File: config.mk
export PLATFORM = sky130hd
export DESIGN_NAME = nla_feeder_flat
export DESIGN_NICKNAME = d
export VERILOG_FILES = /design/src/rtl/nla_feeder_if.sv /design/src/rtl/nla_feeder.sv /design/src/flat_wrapper.sv
export SDC_FILE = /design/constraint.sdc
export NUM_CORES = 1
export LEC_CHECK = 0
export ABC_AREA = 1
export CORE_UTILIZATION = 35
export DETAILED_ROUTE_END_ITERATION = 8
export PLACE_DENSITY = 0.84
export SLEW_MARGIN = 10
export SYNTH_ARGS = -nofsm -noshare
export SYNTH_HDL_FRONTEND = slang
export SYNTH_SLANG_ARGS = --single-unit
File: constraint.sdc
create_clock -name clk -period 1.8 [get_ports clk]
set_clock_uncertainty 0.05 [all_clocks]
set_input_delay 0.36 -clock clk [delete_from_list [all_inputs] [get_ports clk]]
set_output_delay 0.36 -clock clk [all_outputs]
set_load 0.05 [all_outputs]
File: src/rtl/nla_feeder_if.sv
// nla_feeder_if: the signals between nla_feeder, the host streams and the
// approximation-engine controller/datapath.
//   Host sample stream     : sample_valid/sample_ready/sample_data
//   Host coefficient stream: coeff_valid/coeff_ready/coeff_data/coeff_last, coeff_flush
//   Controller handshake   : wr_en_signal, wr_en_coeff, redo, LD_result,
//                            start_signal, start_coeff, wr_ptr_coeff
//   Buffer write ports     : sig_we/sig_wdata, coeff_we/coeff_waddr/coeff_wdata
//   Result stream          : res_data (datapath), out_valid/out_ready/out_data (host)
//   Status                 : coeff_trunc
// The slave modport is the feeder's view. The master modport is the view of
// the host and controller.
interface nla_feeder_if #(
  parameter int DATA_W     = 16,
  parameter int ADDR_LINES = 4
);
  logic                  sample_valid;
  logic                  sample_ready;
  logic [DATA_W-1:0]     sample_data;
  logic                  coeff_valid;
  logic                  coeff_ready;
  logic [DATA_W-1:0]     coeff_data;
  logic                  coeff_last;
  logic                  coeff_flush;
  logic                  wr_en_signal;
  logic                  wr_en_coeff;
  logic                  redo;
  logic                  LD_result;
  logic [DATA_W-1:0]     res_data;
  logic                  sig_we;
  logic [DATA_W-1:0]     sig_wdata;
  logic                  coeff_we;
  logic [ADDR_LINES-1:0] coeff_waddr;
  logic [DATA_W-1:0]     coeff_wdata;
  logic                  start_signal;
  logic                  start_coeff;
  logic [ADDR_LINES-1:0] wr_ptr_coeff;
  logic                  out_valid;
  logic                  out_ready;
  logic [DATA_W-1:0]     out_data;
  logic                  coeff_trunc;

  modport slave (
    input  sample_valid, sample_data, coeff_valid, coeff_data, coeff_last,
           coeff_flush, wr_en_signal, wr_en_coeff, redo, LD_result, res_data,
           out_ready,
    output sample_ready, coeff_ready, sig_we, sig_wdata, coeff_we, coeff_waddr,
           coeff_wdata, start_signal, start_coeff, wr_ptr_coeff, out_valid,
           out_data, coeff_trunc
  );

  modport master (
    output sample_valid, sample_data, coeff_valid, coeff_data, coeff_last,
           coeff_flush, wr_en_signal, wr_en_coeff, redo, LD_result, res_data,
           out_ready,
    input  sample_ready, coeff_ready, sig_we, sig_wdata, coeff_we, coeff_waddr,
           coeff_wdata, start_signal, start_coeff, wr_ptr_coeff, out_valid,
           out_data, coeff_trunc
  );
endinterface

File: src/rtl/nla_feeder.sv
// nla_feeder: host-side sequencer for the nonlinear approximation engine.
// It writes host samples and coefficient sets into the engine's buffers when
// the controller requests them, and raises start_signal and start_coeff.
// It returns each polynomial result to the host. Only one sample is in
// flight at a time.
// Ports:
//   clk   - clock
//   rst_n - asynchronous active-low reset
//   bus   - nla_feeder_if.slave (host streams, controller handshake, buffer
//           write ports, result stream)
module nla_feeder #(
  parameter int DATA_W     = 16,
  parameter int ADDR_LINES = 4
) (
  input  logic          clk,
  input  logic          rst_n,
  nla_feeder_if.slave   bus
);

  typedef enum logic [1:0] {IDLE, BUSY, CAPT} state_t;

  localparam logic [ADDR_LINES-1:0] WP_MAX = '1;

  state_t                state, state_nxt;
  logic                  start_signal_q;
  logic                  start_coeff_q;
  logic [ADDR_LINES-1:0] wr_ptr_q;
  logic [ADDR_LINES-1:0] wp;
  logic [DATA_W-1:0]     out_data_q;
  logic                  out_valid_q;
  logic                  trunc_q;
  logic                  flush_pend;

  logic                  sample_ready_w;
  logic                  coeff_ready_w;
  logic                  sample_hs;
  logic                  coeff_hs;
  logic                  set_done;
  logic                  flush_apply;
  logic                  go_busy;

  // Ready terms include rst_n so that nothing handshakes while reset is held.
  assign sample_ready_w = rst_n & bus.wr_en_signal & (state == IDLE) &
                          ~start_signal_q & ~out_valid_q;
  assign coeff_ready_w  = rst_n & bus.wr_en_coeff & ~start_coeff_q;
  assign sample_hs      = bus.sample_valid & sample_ready_w;
  assign coeff_hs       = bus.coeff_valid & coeff_ready_w;

  // A set closes on coeff_last or when the buffer top is reached. The
  // pointer stays put, so the last written index can be reported directly.
  assign set_done       = bus.coeff_last | (wp == WP_MAX);

  // A flush counts in the same cycle as its pulse. A pending flush waits
  // until no sample is committed to the current coefficient set.
  assign flush_apply    = (flush_pend | bus.coeff_flush) &
                          (state == IDLE) & ~start_signal_q;
  assign go_busy        = (state == IDLE) & bus.redo;

  assign bus.sample_ready = sample_ready_w;
  assign bus.coeff_ready  = coeff_ready_w;
  assign bus.sig_we       = sample_hs;
  assign bus.sig_wdata    = bus.sample_data;
  assign bus.coeff_we     = coeff_hs;
  assign bus.coeff_waddr  = wp;
  assign bus.coeff_wdata  = bus.coeff_data;
  assign bus.start_signal = start_signal_q;
  assign bus.start_coeff  = start_coeff_q;
  assign bus.wr_ptr_coeff = wr_ptr_q;
  assign bus.out_valid    = out_valid_q;
  assign bus.out_data     = out_data_q;
  assign bus.coeff_trunc  = trunc_q;

  always_ff @(posedge clk or negedge rst_n) begin
    if (!rst_n) state <= IDLE;
    else        state <= state_nxt;
  end

  always_comb begin
    state_nxt = state;
    case (state)
      IDLE:    if (bus.redo)      state_nxt = BUSY;
      BUSY:    if (bus.LD_result) state_nxt = CAPT;
      CAPT:                       state_nxt = IDLE;
      default:                    state_nxt = IDLE;
    endcase
  end

  // Sample flag and result register
  always_ff @(posedge clk or negedge rst_n) begin
    if (!rst_n) begin
      start_signal_q <= 1'b0;
      out_valid_q    <= 1'b0;
      out_data_q     <= '0;
    end else begin
      if (sample_hs)    start_signal_q <= 1'b1;
      else if (go_busy) start_signal_q <= 1'b0;

      // While out_valid is high, a new sample cannot reach CAPT, so out_data
      // holds until the host takes it.
      if (state == CAPT) begin
        out_data_q  <= bus.res_data;
        out_valid_q <= 1'b1;
      end else if (out_valid_q && bus.out_ready) begin
        out_valid_q <= 1'b0;
      end
    end
  end

  // Coefficient loading and flush
  always_ff @(posedge clk or negedge rst_n) begin
    if (!rst_n) begin
      start_coeff_q <= 1'b0;
      wr_ptr_q      <= '0;
      wp            <= '0;
      trunc_q       <= 1'b0;
      flush_pend    <= 1'b0;
    end else if (flush_apply) begin
      start_coeff_q <= 1'b0;
      wr_ptr_q      <= '0;
      wp            <= '0;
      trunc_q       <= 1'b0;
      flush_pend    <= 1'b0;
    end else begin
      if (bus.coeff_flush) flush_pend <= 1'b1;
      if (coeff_hs) begin
        if (set_done) begin
          start_coeff_q <= 1'b1;
          wr_ptr_q      <= wp;
          if (!bus.coeff_last) trunc_q <= 1'b1;
        end else begin
          wp <= wp + 1'b1;
        end
      end
    end
  end

endmodule

File: src/flat_wrapper.sv
// flat-port wrapper written by rule: the top's interface ports become plain ports
module nla_feeder_flat 
#(
  parameter int DATA_W     = 16,
  parameter int ADDR_LINES = 4
)
  (clk, rst_n, bus_sample_valid, bus_sample_data, bus_coeff_valid, bus_coeff_data, bus_coeff_last, bus_coeff_flush, bus_wr_en_signal, bus_wr_en_coeff, bus_redo, bus_LD_result, bus_res_data, bus_out_ready, bus_sample_ready, bus_coeff_ready, bus_sig_we, bus_sig_wdata, bus_coeff_we, bus_coeff_waddr, bus_coeff_wdata, bus_start_signal, bus_start_coeff, bus_wr_ptr_coeff, bus_out_valid, bus_out_data, bus_coeff_trunc);
  nla_feeder_if #(.DATA_W(DATA_W), .ADDR_LINES(ADDR_LINES)) bus_i ();
  input  logic clk;
  input  logic rst_n;
  input wire logic [$bits(bus_i.sample_valid)-1:0] bus_sample_valid;
  input wire logic [$bits(bus_i.sample_data)-1:0] bus_sample_data;
  input wire logic [$bits(bus_i.coeff_valid)-1:0] bus_coeff_valid;
  input wire logic [$bits(bus_i.coeff_data)-1:0] bus_coeff_data;
  input wire logic [$bits(bus_i.coeff_last)-1:0] bus_coeff_last;
  input wire logic [$bits(bus_i.coeff_flush)-1:0] bus_coeff_flush;
  input wire logic [$bits(bus_i.wr_en_signal)-1:0] bus_wr_en_signal;
  input wire logic [$bits(bus_i.wr_en_coeff)-1:0] bus_wr_en_coeff;
  input wire logic [$bits(bus_i.redo)-1:0] bus_redo;
  input wire logic [$bits(bus_i.LD_result)-1:0] bus_LD_result;
  input wire logic [$bits(bus_i.res_data)-1:0] bus_res_data;
  input wire logic [$bits(bus_i.out_ready)-1:0] bus_out_ready;
  output wire logic [$bits(bus_i.sample_ready)-1:0] bus_sample_ready;
  output wire logic [$bits(bus_i.coeff_ready)-1:0] bus_coeff_ready;
  output wire logic [$bits(bus_i.sig_we)-1:0] bus_sig_we;
  output wire logic [$bits(bus_i.sig_wdata)-1:0] bus_sig_wdata;
  output wire logic [$bits(bus_i.coeff_we)-1:0] bus_coeff_we;
  output wire logic [$bits(bus_i.coeff_waddr)-1:0] bus_coeff_waddr;
  output wire logic [$bits(bus_i.coeff_wdata)-1:0] bus_coeff_wdata;
  output wire logic [$bits(bus_i.start_signal)-1:0] bus_start_signal;
  output wire logic [$bits(bus_i.start_coeff)-1:0] bus_start_coeff;
  output wire logic [$bits(bus_i.wr_ptr_coeff)-1:0] bus_wr_ptr_coeff;
  output wire logic [$bits(bus_i.out_valid)-1:0] bus_out_valid;
  output wire logic [$bits(bus_i.out_data)-1:0] bus_out_data;
  output wire logic [$bits(bus_i.coeff_trunc)-1:0] bus_coeff_trunc;
  assign bus_i.sample_valid = bus_sample_valid;
  assign bus_i.sample_data = bus_sample_data;
  assign bus_i.coeff_valid = bus_coeff_valid;
  assign bus_i.coeff_data = bus_coeff_data;
  assign bus_i.coeff_last = bus_coeff_last;
  assign bus_i.coeff_flush = bus_coeff_flush;
  assign bus_i.wr_en_signal = bus_wr_en_signal;
  assign bus_i.wr_en_coeff = bus_wr_en_coeff;
  assign bus_i.redo = bus_redo;
  assign bus_i.LD_result = bus_LD_result;
  assign bus_i.res_data = bus_res_data;
  assign bus_i.out_ready = bus_out_ready;
  assign bus_sample_ready = bus_i.sample_ready;
  assign bus_coeff_ready = bus_i.coeff_ready;
  assign bus_sig_we = bus_i.sig_we;
  assign bus_sig_wdata = bus_i.sig_wdata;
  assign bus_coeff_we = bus_i.coeff_we;
  assign bus_coeff_waddr = bus_i.coeff_waddr;
  assign bus_coeff_wdata = bus_i.coeff_wdata;
  assign bus_start_signal = bus_i.start_signal;
  assign bus_start_coeff = bus_i.start_coeff;
  assign bus_wr_ptr_coeff = bus_i.wr_ptr_coeff;
  assign bus_out_valid = bus_i.out_valid;
  assign bus_out_data = bus_i.out_data;
  assign bus_coeff_trunc = bus_i.coeff_trunc;
  nla_feeder #(.DATA_W(DATA_W), .ADDR_LINES(ADDR_LINES)) u_core (.clk(clk), .rst_n(rst_n), .bus(bus_i));
endmodule
# After elaboration in Yosys (flattened, before gate mapping)
# Cells that the tools add are included.
[word_totals] reg_bits=31 input_bits=59 output_inout_bits=64 word_cells=66
[classes] addsub=1 eq_ne=7 mux=22 n_bitwise=16 n_reduce_logical=11
[ops] cell="$mux W4" count=6
[ops] cell="$mux W1" count=13
[ops] cell="$and A1 B1 Y1" count=11
[ops] cell="$reduce_bool A2 Y1" count=5
[ops] cell="$ne A2 B2 Y1 const B" count=3
[ops] cell="$reduce_and A2 Y1" count=3
[ops] cell="$add A4 B1 Y4 const B" count=1
[ops] cell="$eq A4 B4 Y1 const B" count=1
[ops] cell="$mux W2" count=2
[ops] cell="$pmux W2 S2" count=1
[ops] cell="$not A1 Y1" count=3
[ops] cell="$reduce_and A3 Y1" count=1
[ops] cell="$eq A2 B1 Y1 const B" count=1
[ops] cell="$eq A2 B2 Y1 const B" count=1
[ops] cell="$logic_not A2 Y1" count=1
[ops] cell="$ne A2 B1 Y1 const B" count=1
[ops] cell="$or A1 B1 Y1" count=2
[ops] cell="$logic_and A1 B1 Y1" count=1

# Depth between registers and ports, before layout
[depth] word_depth=6 ltp_mapped=7 mapped_depth_nobuf=7

# Worst setup path after synthesis
# No wires, ideal clock.
[synth_timing] path_kind="reg2out" start="register u_core.start_signal_q (netlist: u_core.bus.start_signal)" end="output port bus_sig_we" t_arrival_ns=1.990 t_required_ns=1.390 slack_ns=-0.600 stages_incl_launch_ff=6 n_path_buf=0 cell_sequence="dfrtp_1 -> inv_1 -> nand2_2 -> nor2_1 -> nand2_1 -> inv_1"
[synth_via] elab_chain_cells=4
[synth_rtl] item="start: declaration" line_no="nla_feeder.sv:25" text="logic start_signal_q;"
[synth_rtl] item="start signal: assignment" line_no="nla_feeder.sv:91" text="start_signal_q <= 1'b0;"
[synth_rtl] item="start signal: assignment" line_no="nla_feeder.sv:95" text="if (sample_hs) start_signal_q <= 1'b1;"
[synth_rtl] item="start signal: assignment" line_no="nla_feeder.sv:96" text="else if (go_busy) start_signal_q <= 1'b0;"
[synth_rtl] item="$not A1 Y1" line_no="nla_feeder.sv:44" text="~start_signal_q & ~out_valid_q;"
[synth_rtl] item="$and A1 B1 Y1" line_no="nla_feeder.sv:43" text="assign sample_ready_w = rst_n & bus.wr_en_signal & (state == IDLE) &"
[synth_rtl] item="$and A1 B1 Y1" line_no="nla_feeder.sv:44"
[synth_rtl] item="via bus_sample_ready" line_no="flat_wrapper.sv:23" text="output wire logic [$bits(bus_i.sample_ready)-1:0] bus_sample_ready;"
[synth_rtl] item="$and A1 B1 Y1" line_no="nla_feeder.sv:46" text="assign sample_hs = bus.sample_valid & sample_ready_w;"
[synth_rtl] item="end: declaration" line_no="flat_wrapper.sv:25" text="output wire logic [$bits(bus_i.sig_we)-1:0] bus_sig_we;"
# The timed path passes the listed nets, and every way through them passes these cells.

# Final worst setup path
[layout_timing] start="register u_core.state[1]" end="output port bus_sig_we"
[layout_via] elab_chain_cells=5
[layout_rtl] item="start: declaration" line_no="nla_feeder.sv:24" text="state_t state, state_nxt;"
[layout_rtl] item="start signal: assignment" line_no="nla_feeder.sv:75" text="else state <= state_nxt;"
[layout_rtl] item="$logic_not A2 Y1" line_no="nla_feeder.sv:43"
[layout_rtl] item="$and A1 B1 Y1 (2 in series)" line_no="nla_feeder.sv:43"
[layout_rtl] item="$and A1 B1 Y1" line_no="nla_feeder.sv:44"
[layout_rtl] item="$and A1 B1 Y1" line_no="nla_feeder.sv:46"
# No other way between the ends.

==> out/qor.csv <==
stage,metric,value,unit
finish,multi_input_area,514,um2
worst_setup_path,cp_data_required_time,1390,ps
clocking,cts-root-buf,clkbuf_8,
worst_setup_path,worstPathCellList,nor2_4 > nand2_4 > nor2_4 > nand2_2 > clkinvlp_4 > buf_12,
finish,area_growth,35.2,%
sta,clock.fmax,574,MHz
logic_synthesis,seq_area_frac_synth,0.495,
routing,drc_errors,0,
logic_synthesis,async_reset_ff_frac,1.00,
placed_design,pre_cts_ws,-141,ps
finish,nets,255,
routing,ant_nets,0,
power_and_ir_drop,p_leak,1.05,nW
sta,timing.final.hold_violations,0,
routing,wl_per_cell,13.5,um
worst_setup_path,crit_arrival,1330,ps
sta,relSlewSlack,0.812,
worst_setup_path,cp_max_fo,3,
finish,drive_gt1_frac,0.412,
flow_run,drv_cap,0,
worst_setup_path,cp-end-kind,primary output,
global_route,antenna_found_initial,0,
logic_synthesis,yosysWarnings,0,
logic_synthesis,syn_area,1570,um2
finish,stdcell_count,244,
worst_setup_path,crit_slowest_cell,dfrtp_2,
worst_setup_path,crit_path_start_kind,register,
logic_synthesis,synth_fp_nets,213,
floorplanning,die_w,68.9,um
clocking,cts_tree,built,
floorplanning,initial_utilization,0.378,
worst_setup_path,crit_top_cell,nor2_4,
global_route,grt_max_degree,18,
finish,antenna_cells,0,
floorplanning,rows,23,
min_path,hp-class,input port to asynchronous set/reset pin,
sta,worst_slack,59.1,ps
placed_design,place_hpwl,2.44,mm
clocking,insertion_delay,280,ps
clocking,htreeDepth,2,
clocking,cts.sinks,31,
sta,fin_crit,1740,ps
routing,drt-pass1-iter-count,4,
floorplanning,die_y,68.9,um
logic_synthesis,yosysUniqueCellTypes,20,
sta,tightestPinTransition,280,ps
routing,viasPerCell,4.80,
logic_synthesis,syn_avg_cell_area,10.2,um2
worst_setup_path,worst-setup-path-type,register to primary output,
sta,rsz0062_at_grt,true,
global_route,grt_pass1_wl,5.20,mm
logic_synthesis,ys_top_cells_by_area,"dfrtp_1, buf_4, mux2_2",
logic_synthesis,ys_ff_latch,31,
logic_synthesis,synth_edf_count,0,
power_and_ir_drop,peakVddDrop,0.000998,V
finish,regArea,779,um2
placed_design,port-buffer-count,58,
finish,nFillCells,392,
routing,vias,1171,
global_route,overflow,0,
clocking,numCtsBuffers,5,
placed_design,post-place-cells,233,
routing,drtIter0Drc,48,
logic_synthesis,netlist.area_leader.share,0.495,
sta,slew_viol_final,0,
logic_synthesis,yosys.area.top_type,dfrtp_1,
routing,wl,3.30,mm
clocking,clkSlewWorstSetupHoldPaths,60,ps
worst_setup_path,cpPeakStageDelay,420,ps
global_route,grt_usage,0.156,
sta,fin_crit_sh,0.967,
placed_design,gp_congestion,0.778,
sta,setup_violations,0,
logic_synthesis,ys.flop_type,dfrtp_1,
power_and_ir_drop,p_per_area,1570,nW/um2
logic_synthesis,post-synth-top-count-cell,buf_4,
logic_synthesis,syn_inst,153,
logic_synthesis,synth_common_cells,"buf_4, dfrtp_1, nand3_1",
outcome,status,completed,
floorplanning,fp.coreArea,4140,um2
floorplanning,pin_count,123,
floorplanning,dieArea,4750,um2
power_and_ir_drop,finalPower,3.32,mW
clocking,clockBufferDepth,2,
global_route,grt_pass1_vias,1157,
where the power goes:
part	total, mW	switching (mW)	internal [mW]
clock network	0.495	0.238	0.257
registers	1.07	0.131	0.938
logic	1.76	1.16	0.605
total	3.32	1.52	1.80
stage by stage:
step                      hold slack [ps]  setup TNS [ps]   util  area (um2)
final                                 162               0  0.511        2120
after global routing                  192           -23.9  0.511        2120
after CTS                             158           -51.5  0.502        2080
after detailed placement              444           -1210  0.479        1980
after global placement                436            -295  0.479        1980
after floorplan                      14.4           -8.17      -        1590
layer usage:
layer,up-vias,part of all wire,global-route usage,wire length [um]
li1,547,-,-,-
met1,548,0.41,0.181,1360
met2,62,0.47,0.234,1550
met3,14,0.093,0.0757,305
met4,0,0.026,0.0816,85
met5,-,0,0,0
final timing paths:
kind,start,to,cells past startpoint,slack (ps)
min,rst_n,u_core.bus.out_data[3],2,160
max,u_core.state[1],bus_sig_we,6,60
max in group asynchronous,rst_n,u_core.bus.out_data[12],3,1240
min reg2reg,u_core.bus.out_data[11],u_core.bus.out_data[11],1,450
max reg2reg,u_core.bus.coeff_waddr[0],u_core.bus.coeff_waddr[2],6,370
min in group clk,u_core.bus.out_data[11],u_core.bus.out_data[11],1,450
layout by cell type, fill, tap and decap left out, types with 3 or more instances in the layout:
cell	netlist	routed
buf_4	32	39
dfrtp_1	31	28
clkdlybuf4s50_1	0	24
nand3_1	20	18
nand2_1	17	16
mux2_2	16	16
inv_1	13	12
clkbuf_8	0	5
nor2_4	1	4
buf_12	0	4
nor2_1	5	3
a21oi_1	3	3
dfrtp_2	0	3
state kept, by name (all words and copies together) (netlist names):
name,flops
u_core.bus.coeff_waddr,4
u_core.bus.wr_ptr_coeff,4
u_core.bus.out_valid,1
u_core.flush_pend,1
u_core.bus.out_data,16
u_core.bus.start_coeff,1
u_core.bus.coeff_trunc,1
u_core.bus.start_signal,1
u_core.state,2
worst max-delay path, delay by kind of cell, from the launching register on:
family                 cells  cell delay (ps)
buffers and inverters      2              210
flip-flops                 1              420
AND/OR/NAND/NOR            4              430
cells by family after synthesis:
kind of cell / after synthesis / share of synthesized area
AO/OA/AOI/OAI: 5 / 0.0160
multiplexers: 16 / 0.115
adder cells (fa/ha/maj): 1 / 0.00798
flip-flops: 31 / 0.495
XOR/XNOR: 1 / 0.00559
buffers and inverters: 48 / 0.201
AND/OR/NAND/NOR: 51 / 0.160
layout make-up:
| type | count | area share |
|---|---|---|
| flip-flops and latches | 31 | 0.368 |
| repair buffers | 69 | 0.299 |
| inverters | 14 | 0.0266 |
| well taps | 50 | 0.0295 |
| multi-input cells | 74 | 0.243 |
| clock buffers | 6 | 0.0342 |
repair_timing:
action / in CTS / in global routing
hold buffers: 0 / 0
endpoints found under the setup margin: 3 / 2
buffers inserted: 2 / 3
gates resized for setup: 3 / 5
pin swaps: 2 / 4
Power figures use the tool's default switching activity.
